<file path="config.mk">
export PLATFORM = sky130hd
export DESIGN_NAME = pcie_ss_axis_cpl_gen
export DESIGN_NICKNAME = d
export VERILOG_FILES = /design/src/rtl/pcie_ss_cpl_gen_pkg.sv /design/src/rtl/pcie_ss_axis_cpl_gen_oreg.sv /design/src/rtl/pcie_ss_axis_cpl_gen.sv
export SDC_FILE = /design/constraint.sdc
export NUM_CORES = 2
export LEC_CHECK = 0
export BUFFER_PORTS_ARGS = -buffer_cell sky130_fd_sc_hd__buf_2
export CAP_MARGIN = 25
export CELL_PAD_IN_SITES_DETAIL_PLACEMENT = 0
export CELL_PAD_IN_SITES_GLOBAL_PLACEMENT = 1
export CORE_AREA = 2 2 512 514
export DETAILED_ROUTE_END_ITERATION = 10
export DIE_AREA = 0 0 514 516
export PLACE_DENSITY_LB_ADDON = 0.12
export SLEW_MARGIN = 40
export SYNTH_ARGS = -nofsm -noshare
export SYNTH_HDL_FRONTEND = slang
export SYNTH_SLANG_ARGS = --single-unit
</file>
<file path="constraint.sdc">
create_clock -name clk -period 4.24 [get_ports clk]
set_input_delay 0.848 -clock clk [delete_from_list [all_inputs] [get_ports clk]]
set_output_delay 0.848 -clock clk [all_outputs]
set_load 0.05 [all_outputs]
</file>
<file path="src/rtl/pcie_ss_cpl_gen_pkg.sv">
// Shared types and helpers for the PCIe SS AXI-S completion generator.
// Header layout follows the PCIe 3DW completion format, DW0 in bits [31:0].
package pcie_ss_cpl_gen_pkg;

  localparam logic [7:0] FMT_TYPE_CPLD = 8'h4A;
  localparam logic [2:0] CPL_STATUS_SC = 3'b000;

  typedef struct packed {
    logic [31:0] rsvd_dw3;
    // DW2
    logic [15:0] req_id;
    logic [7:0]  tag_lo;
    logic        rsvd_dw2;
    logic [6:0]  lower_addr;
    // DW1
    logic [15:0] cpl_id;
    logic [2:0]  status;
    logic        bcm;
    logic [11:0] byte_count;
    // DW0
    logic [7:0]  fmt_type;
    logic        tag9;
    logic [2:0]  tc;
    logic        tag8;
    logic        attr2;
    logic        ln;
    logic        th;
    logic        td;
    logic        ep;
    logic [1:0]  attr;
    logic [1:0]  at;
    logic [9:0]  length;
  } t_cpl_hdr;

  typedef struct packed {
    logic [9:0]  tag;
    logic [15:0] rid;
    logic [2:0]  tc;
    logic [2:0]  attr;
    logic [11:0] addr;
    logic [9:0]  len_dw;
  } t_cpl_req;

  // Low-byte mask covering 'bytes' bytes; zero means a full beat.
  function automatic logic [127:0] cpl_tkeep(input logic [12:0] bytes);
    logic [127:0] m;
    m = '0;
    for (int i = 0; i < 128; i++) begin
      m[i] = (bytes == 13'd0) || (13'(i) < bytes);
    end
    return m;
  endfunction

endpackage

</file>
<file path="src/rtl/pcie_ss_axis_cpl_gen_oreg.sv">
// Single-stage TX output register; holds its contents while stalled and
// clears side-band fields when the beat drains.
module pcie_ss_axis_cpl_gen_oreg
  import pcie_ss_cpl_gen_pkg::*;
#(
  parameter int unsigned DATA_WIDTH = 512
) (
  input  logic                    clk,
  input  logic                    rst,
  input  logic                    i_load,
  input  logic [DATA_WIDTH-1:0]   i_data,
  input  logic [DATA_WIDTH/8-1:0] i_keep,
  input  logic                    i_last,
  input  logic                    i_sop,
  input  t_cpl_hdr                i_hdr,
  input  logic                    o_tready,
  output logic                    o_tvalid,
  output logic [DATA_WIDTH-1:0]   o_tdata,
  output logic [DATA_WIDTH/8-1:0] o_tkeep,
  output logic                    o_tlast,
  output logic                    o_tuser_sop,
  output logic [127:0]            o_tuser_hdr
);

  logic                    r_valid;
  logic [DATA_WIDTH-1:0]   r_data;
  logic [DATA_WIDTH/8-1:0] r_keep;
  logic                    r_last;
  logic                    r_sop;
  t_cpl_hdr                r_hdr;

  always_ff @(posedge clk) begin
    if (rst) begin
      r_valid <= 1'b0;
      r_data  <= '0;
      r_keep  <= '0;
      r_last  <= 1'b0;
      r_sop   <= 1'b0;
      r_hdr   <= '0;
    end else if (i_load) begin
      r_valid <= 1'b1;
      r_data  <= i_data;
      r_keep  <= i_keep;
      r_last  <= i_last;
      r_sop   <= i_sop;
      r_hdr   <= i_hdr;
    end else if (o_tready) begin
      r_valid <= 1'b0;
      r_last  <= 1'b0;
      r_sop   <= 1'b0;
      r_hdr   <= '0;
    end
  end

  assign o_tvalid    = r_valid;
  assign o_tdata     = r_data;
  assign o_tkeep     = r_keep;
  assign o_tlast     = r_last;
  assign o_tuser_sop = r_sop;
  assign o_tuser_hdr = r_hdr;

endmodule

</file>
<file path="src/rtl/pcie_ss_axis_cpl_gen.sv">
// TX-side completer: turns one memory read descriptor plus its payload beats
// into CplD TLPs split at MAX_CPL_BYTES, header carried on the SOP beat.
module pcie_ss_axis_cpl_gen
  import pcie_ss_cpl_gen_pkg::*;
#(
  parameter int unsigned DATA_WIDTH    = 512,
  parameter int unsigned MAX_CPL_BYTES = 256
) (
  input  logic                    clk,
  input  logic                    rst,
  input  logic [15:0]             cpl_id,
  input  logic                    req_valid,
  output logic                    req_ready,
  input  logic [9:0]              req_tag,
  input  logic [15:0]             req_rid,
  input  logic [2:0]              req_tc,
  input  logic [2:0]              req_attr,
  input  logic [11:0]             req_addr,
  input  logic [9:0]              req_len_dw,
  input  logic                    i_tvalid,
  output logic                    i_tready,
  input  logic [DATA_WIDTH-1:0]   i_tdata,
  output logic                    o_tvalid,
  input  logic                    o_tready,
  output logic [DATA_WIDTH-1:0]   o_tdata,
  output logic [DATA_WIDTH/8-1:0] o_tkeep,
  output logic                    o_tlast,
  output logic [127:0]            o_tuser_hdr,
  output logic                    o_tuser_sop,
  output logic                    busy
);

  localparam int unsigned BeatBytes = DATA_WIDTH / 8;
  localparam int unsigned BeatShift = $clog2(BeatBytes);

  typedef enum logic [1:0] {StIdle, StChunk, StXfer} t_state;

  t_state      r_state, w_state_d;
  t_cpl_req    r_req, w_req_d, w_req_in;
  logic [12:0] r_sent, w_sent_d;
  logic [12:0] r_chunk, w_chunk_d;
  logic [12:0] r_beats, w_beats_d;
  logic        r_first, w_first_d;
  t_cpl_hdr    r_hdr, w_hdr_d;

  logic [12:0]           w_total;
  logic [12:0]           w_left;
  logic [6:0]            w_lower_addr;
  logic [12:0]           w_chunk_min;
  logic [12:0]           w_beats_ceil;
  logic [12:0]           w_rem;
  logic                  w_last_beat;
  logic                  w_accept;
  logic [BeatBytes-1:0]  w_keep_last;
  logic [BeatBytes-1:0]  w_keep;
  t_cpl_hdr              w_hdr_out;
  logic [12:0]           w_req_bytes;

  assign w_req_in = '{
    tag:    req_tag,
    rid:    req_rid,
    tc:     req_tc,
    attr:   req_attr,
    addr:   req_addr,
    len_dw: req_len_dw
  };

  // Progress is tracked as bytes sent; remaining count and address derive from it.
  assign w_total      = (r_req.len_dw == 10'd0) ? 13'd4096 : {1'b0, r_req.len_dw, 2'b00};
  assign w_left       = w_total - r_sent;
  assign w_lower_addr = 7'(r_req.addr + r_sent[11:0]);
  assign w_chunk_min  = (w_left > 13'(MAX_CPL_BYTES)) ? 13'(MAX_CPL_BYTES) : w_left;
  assign w_beats_ceil = (w_chunk_min + 13'(BeatBytes - 1)) >> BeatShift;
  assign w_rem        = r_chunk & 13'(BeatBytes - 1);
  assign w_last_beat  = (r_beats == 13'd1);
  assign w_keep_last  = BeatBytes'(cpl_tkeep(w_rem));
  assign w_keep       = w_last_beat ? w_keep_last : '1;
  assign w_hdr_out    = r_first ? r_hdr : '0;

  assign req_ready = (r_state == StIdle) && !rst;
  assign i_tready  = (r_state == StXfer) && !rst && (!o_tvalid || o_tready);
  assign w_accept  = i_tvalid && i_tready;
  assign busy      = (r_state != StIdle) || o_tvalid;

  always_comb begin
    w_state_d = r_state;
    w_req_d   = r_req;
    w_sent_d  = r_sent;
    w_chunk_d = r_chunk;
    w_beats_d = r_beats;
    w_first_d = r_first;
    w_hdr_d   = r_hdr;
    case (r_state)
      StIdle: begin
        if (req_valid) begin
          w_req_d   = w_req_in;
          w_sent_d  = '0;
          w_state_d = StChunk;
        end
      end
      StChunk: begin
        w_chunk_d          = w_chunk_min;
        w_beats_d          = w_beats_ceil;
        w_first_d          = 1'b1;
        w_hdr_d            = '0;
        w_hdr_d.fmt_type   = FMT_TYPE_CPLD;
        w_hdr_d.status     = CPL_STATUS_SC;
        w_hdr_d.length     = w_chunk_min[11:2];
        w_hdr_d.byte_count = w_left[11:0];
        w_hdr_d.lower_addr = w_lower_addr;
        w_hdr_d.cpl_id     = cpl_id;
        w_hdr_d.req_id     = r_req.rid;
        w_hdr_d.tag_lo     = r_req.tag[7:0];
        w_hdr_d.tag8       = r_req.tag[8];
        w_hdr_d.tag9       = r_req.tag[9];
        w_hdr_d.tc         = r_req.tc;
        w_hdr_d.attr       = r_req.attr[1:0];
        w_hdr_d.attr2      = r_req.attr[2];
        w_state_d          = StXfer;
      end
      StXfer: begin
        if (w_accept) begin
          w_first_d = 1'b0;
          w_beats_d = r_beats - 13'd1;
          if (w_last_beat) begin
            w_sent_d  = r_sent + r_chunk;
            w_state_d = (w_left == r_chunk) ? StIdle : StChunk;
          end
        end
      end
      default: w_state_d = StIdle;
    endcase
  end

  always_ff @(posedge clk) begin
    if (rst) begin
      r_state <= StIdle;
      r_req   <= '0;
      r_sent  <= '0;
      r_chunk <= '0;
      r_beats <= '0;
      r_first <= 1'b0;
      r_hdr   <= '0;
    end else begin
      r_state <= w_state_d;
      r_req   <= w_req_d;
      r_sent  <= w_sent_d;
      r_chunk <= w_chunk_d;
      r_beats <= w_beats_d;
      r_first <= w_first_d;
      r_hdr   <= w_hdr_d;
    end
  end

  pcie_ss_axis_cpl_gen_oreg #(
    .DATA_WIDTH(DATA_WIDTH)
  ) u_oreg (
    .clk         (clk),
    .rst         (rst),
    .i_load      (w_accept),
    .i_data      (i_tdata),
    .i_keep      (w_keep),
    .i_last      (w_last_beat),
    .i_sop       (r_first),
    .i_hdr       (w_hdr_out),
    .o_tready    (o_tready),
    .o_tvalid    (o_tvalid),
    .o_tdata     (o_tdata),
    .o_tkeep     (o_tkeep),
    .o_tlast     (o_tlast),
    .o_tuser_sop (o_tuser_sop),
    .o_tuser_hdr (o_tuser_hdr)
  );

  // Multi-completion reads must start 64-byte aligned so later chunks land on RCB.
  assign w_req_bytes = (req_len_dw == 10'd0) ? 13'd4096 : {1'b0, req_len_dw, 2'b00};

  a_multi_cpl_aligned : assert property (
    @(posedge clk) disable iff (rst)
    (req_valid && req_ready && (w_req_bytes > 13'(MAX_CPL_BYTES))) |-> (req_addr[5:0] == 6'd0)
  );

endmodule
</file>
==> results.sh <==
export IMPL_synth_seq_cells=816
export IMPL_crit_path_end_kind="flip-flop"
export IMPL_drtIter0Drc=1607
export IMPL_grt_pass1_wl_um=252000
export IMPL_wl_per_cell_um=22.1
export IMPL_period_share_pct=81.3
export IMPL_finalCriticalPeriod_ps=3450
export IMPL_total_power_mw=20.1
export IMPL_hold_viol=0
export IMPL_p_sw_mw=5.85
export IMPL_clock_sinks=816
export IMPL_ctsHtreeMaxLevel=3
export IMPL_cts_buffers=113
export IMPL_yosysTopAreaCell="dfxtp_1"
export IMPL_place_hpwl_um=145000
export IMPL_synthCells=3795
export IMPL_routed_via_density=3.58
export IMPL_grt_max_degree=145
export IMPL_synth_top_area_share_pct=53.8
export IMPL_synth_distinct_cells=71
export IMPL_pwr_share_clk_pct=49.1
export IMPL_holdBufCountCts=0
export IMPL_grt_remaining_overflow=0
export IMPL_clkTransAtPathRegs_ps=60
export IMPL_path_class="flip-flop to flip-flop"
export IMPL_power_density_mw_per_mm2=452
export IMPL_die_area_mm2=0.265
export IMPL_tightest_slew_ps=778
export IMPL_ys_flop_type="dfxtp_1"
export IMPL_initial_core_util_pct=11.7
export IMPL_relSlewSlack_pct=47.9
export IMPL_vias=30400
export IMPL_wirelength_um=188000
export IMPL_startpoint_type="flip-flop"
export IMPL_n_fill_cell=29600
export IMPL_synthTopCellsByArea="dfxtp_1, nand2_1, o21ai_0"
export IMPL_antenna_found_initial=137
export IMPL_grt_pass1_vias=29500
export IMPL_synthToLayoutAreaGrowth_pct=46.8
export IMPL_boundaryPins=1297
export IMPL_p_int_mw=14.3
export IMPL_skew_ps=62.5
export IMPL_core_area_mm2=0.259
export IMPL_cts_resized=0
export IMPL_synth_warnings=0
export IMPL_synth_commonest_cells="nand2_1, dfxtp_1, o21ai_0"
export IMPL_final_area_mm2=0.0445
export IMPL_critPathMaxFanout=5
export IMPL_status="finished, final reports clean"
export IMPL_p_comb_share_pct=11.0
export IMPL_io_buffer_count=1243
export IMPL_clock_latency_ps=800
export IMPL_setup_tns_ps=0
export IMPL_die_h_um=516
export IMPL_gp_congestion=0.815
export IMPL_ys_async_sr_fraction_pct=0
export IMPL_synth_enable_flop_cells=0
export IMPL_tritoncts="built"
export IMPL_synth_area_mm2=0.0303
export IMPL_clockBufferDepth=3
export IMPL_synth_seq_area_share_pct=53.8
export IMPL_rsz0062_at_grt="no"
export IMPL_cp_arrival_ps=4100
export IMPL_drc_errors=0
export IMPL_vdd_drop_max_v=0.000341
export IMPL_grt_use_total_pct=13.4
export IMPL_layout_drive_gt1_share_pct=30.4
export IMPL_hold_ws_ps=248
export IMPL_yosysMostFrequentCell="nand2_1"
export IMPL_cts_setup_buffers=0
export IMPL_max_freq_ghz=0.290
export IMPL_root_buffer="clkbuf_16"
export IMPL_maxCapViolations=0
export IMPL_required_ps=4890
export IMPL_setup_viol=0
export IMPL_power_frac_seq_pct=39.9
export IMPL_swShare_pct=29.1
export IMPL_rows=187
export IMPL_post_dp_cell_area_mm2=0.0407
export IMPL_firstDrtPassIters=5
export IMPL_synth_area_per_cell_um2=7.99
export IMPL_hold_path_class="input pin to flip-flop"
export IMPL_finalMaxSlewViolations=0
export IMPL_ant_nets=0
export IMPL_nNetsFinal=5570
export IMPL_chipWidth_um=514
export IMPL_p_leak_nw=18.6
registers in the layout (all words and copies together) (netlist names):
name	flops
u_oreg.o_tuser_sop	1
u_oreg.o_tkeep	64
u_oreg.o_tlast	1
r_beats	13
r_req	49
r_chunk	13
u_oreg.o_tvalid	1
r_first	1
r_hdr	68
u_oreg.o_tuser_hdr	78
u_oreg.o_tdata	512
r_sent	13
r_state	2
worst max-delay path: stages (launching register included):
cell and delay (ps):
dfxtp_1 440, inv_1 70, ha_1 360, or3b_1 400, o2bb2ai_1 190, xnor2_1 220
or4_1 590, o31a_1 290, or4_4 490, o41ai_2 310
final cells by class:
cell class	instances	area [um2]	share of cell area, %
inverters	29	121	0.273
multi-input cells	2654	12600	28.4
clock buffers	183	3370	7.57
repair buffers	1336	7310	16.4
flip-flops and latches	816	16300	36.7
well taps	3402	4260	9.56
diodes	27	67.6	0.152
clock inverters	30	435	0.978
final timing paths:
check / startpoint / to / slack [ps] / depth (start not counted)
hold / removal: i_tdata[439] / u_oreg.o_tdata[439]$_SDFFE_PP0P_ / 250 / 3
setup reg to reg: r_sent[2]$_SDFFE_PP0P_ / r_beats[1]$_SDFFE_PP0P_ / 790 / 9
hold reg to reg: u_oreg.o_tkeep[0]$_SDFFE_PP0P_ / u_oreg.o_tkeep[0]$_SDFFE_PP0P_ / 450 / 1
setup / recovery: r_sent[2]$_SDFFE_PP0P_ / r_beats[1]$_SDFFE_PP0P_ / 790 / 9
metrics by stage:
step	cells	setup WS, ps	util, %
floorplan	3842	810	-
global placement	8236	834	15.7
detailed placement	8237	785	15.7
CTS	8450	783	17.2
global route	8455	464	17.2
finish	8477	792	17.2
metal layers:
metal	GRT usage (%)	vias to the layer above	part of all wire, %
met5	0	-	0.35
met4	2.38	104	2.0
met3	5.40	353	8.8
met2	22.8	1041	47
met1	16.0	14000	42
li1	-	14800	-
cell usage in the layout, fill, tap and decap left out, drive strengths merged, types with 4 or more instances in the layout:
cell type  count
o21ai        568
clkinvlp       5
inv           32
o21bai         7
and3          15
clkbuf       183
a21oi        195
or3           11
a32o           6
o211ai         5
a211oi        13
buf         1336
a31oi         13
nor4          13
bufinv         6
o21a           4
o41ai          5
a22oi         85
and2           6
ha            31
or4            5
nand2       1298
or2            6
nand3         28
conb          48
nand2b        10
a21o           8
xnor2         28
xnor3          4
diode         27
dfxtp        816
clkinv        16
nor2         160
xor2           9
nor3          19
nor2b          8
a31o           5
kinds of logic (layout without fill, tap and decap cells):
family	after synthesis	in the layout	synth area share [%]
AND/OR/NAND/NOR	1591	1591	20.8
XOR/XNOR	43	43	1.55
adder cells (fa/ha/maj)	33	33	1.41
buffers and inverters	372	1578	5.23
AO/OA/AOI/OAI	937	937	17.1
other	1	75	0.0124
flip-flops	816	816	53.8
multiplexers	2	2	0.0660
power by group through the flow:
stage / logic, mW / clock network [mW] / registers [mW]
after floorplan: 0.795 / 0 / 8.71
after global placement: 2.26 / 0 / 8.20
after detailed placement: 2.26 / 0 / 8.20
after CTS: 2.26 / 10.4 / 8.04
after global routing: 2.38 / 10.6 / 8.06
final: 2.21 / 9.90 / 8.03
No activity file was read; power rests on OpenSTA's default activity.
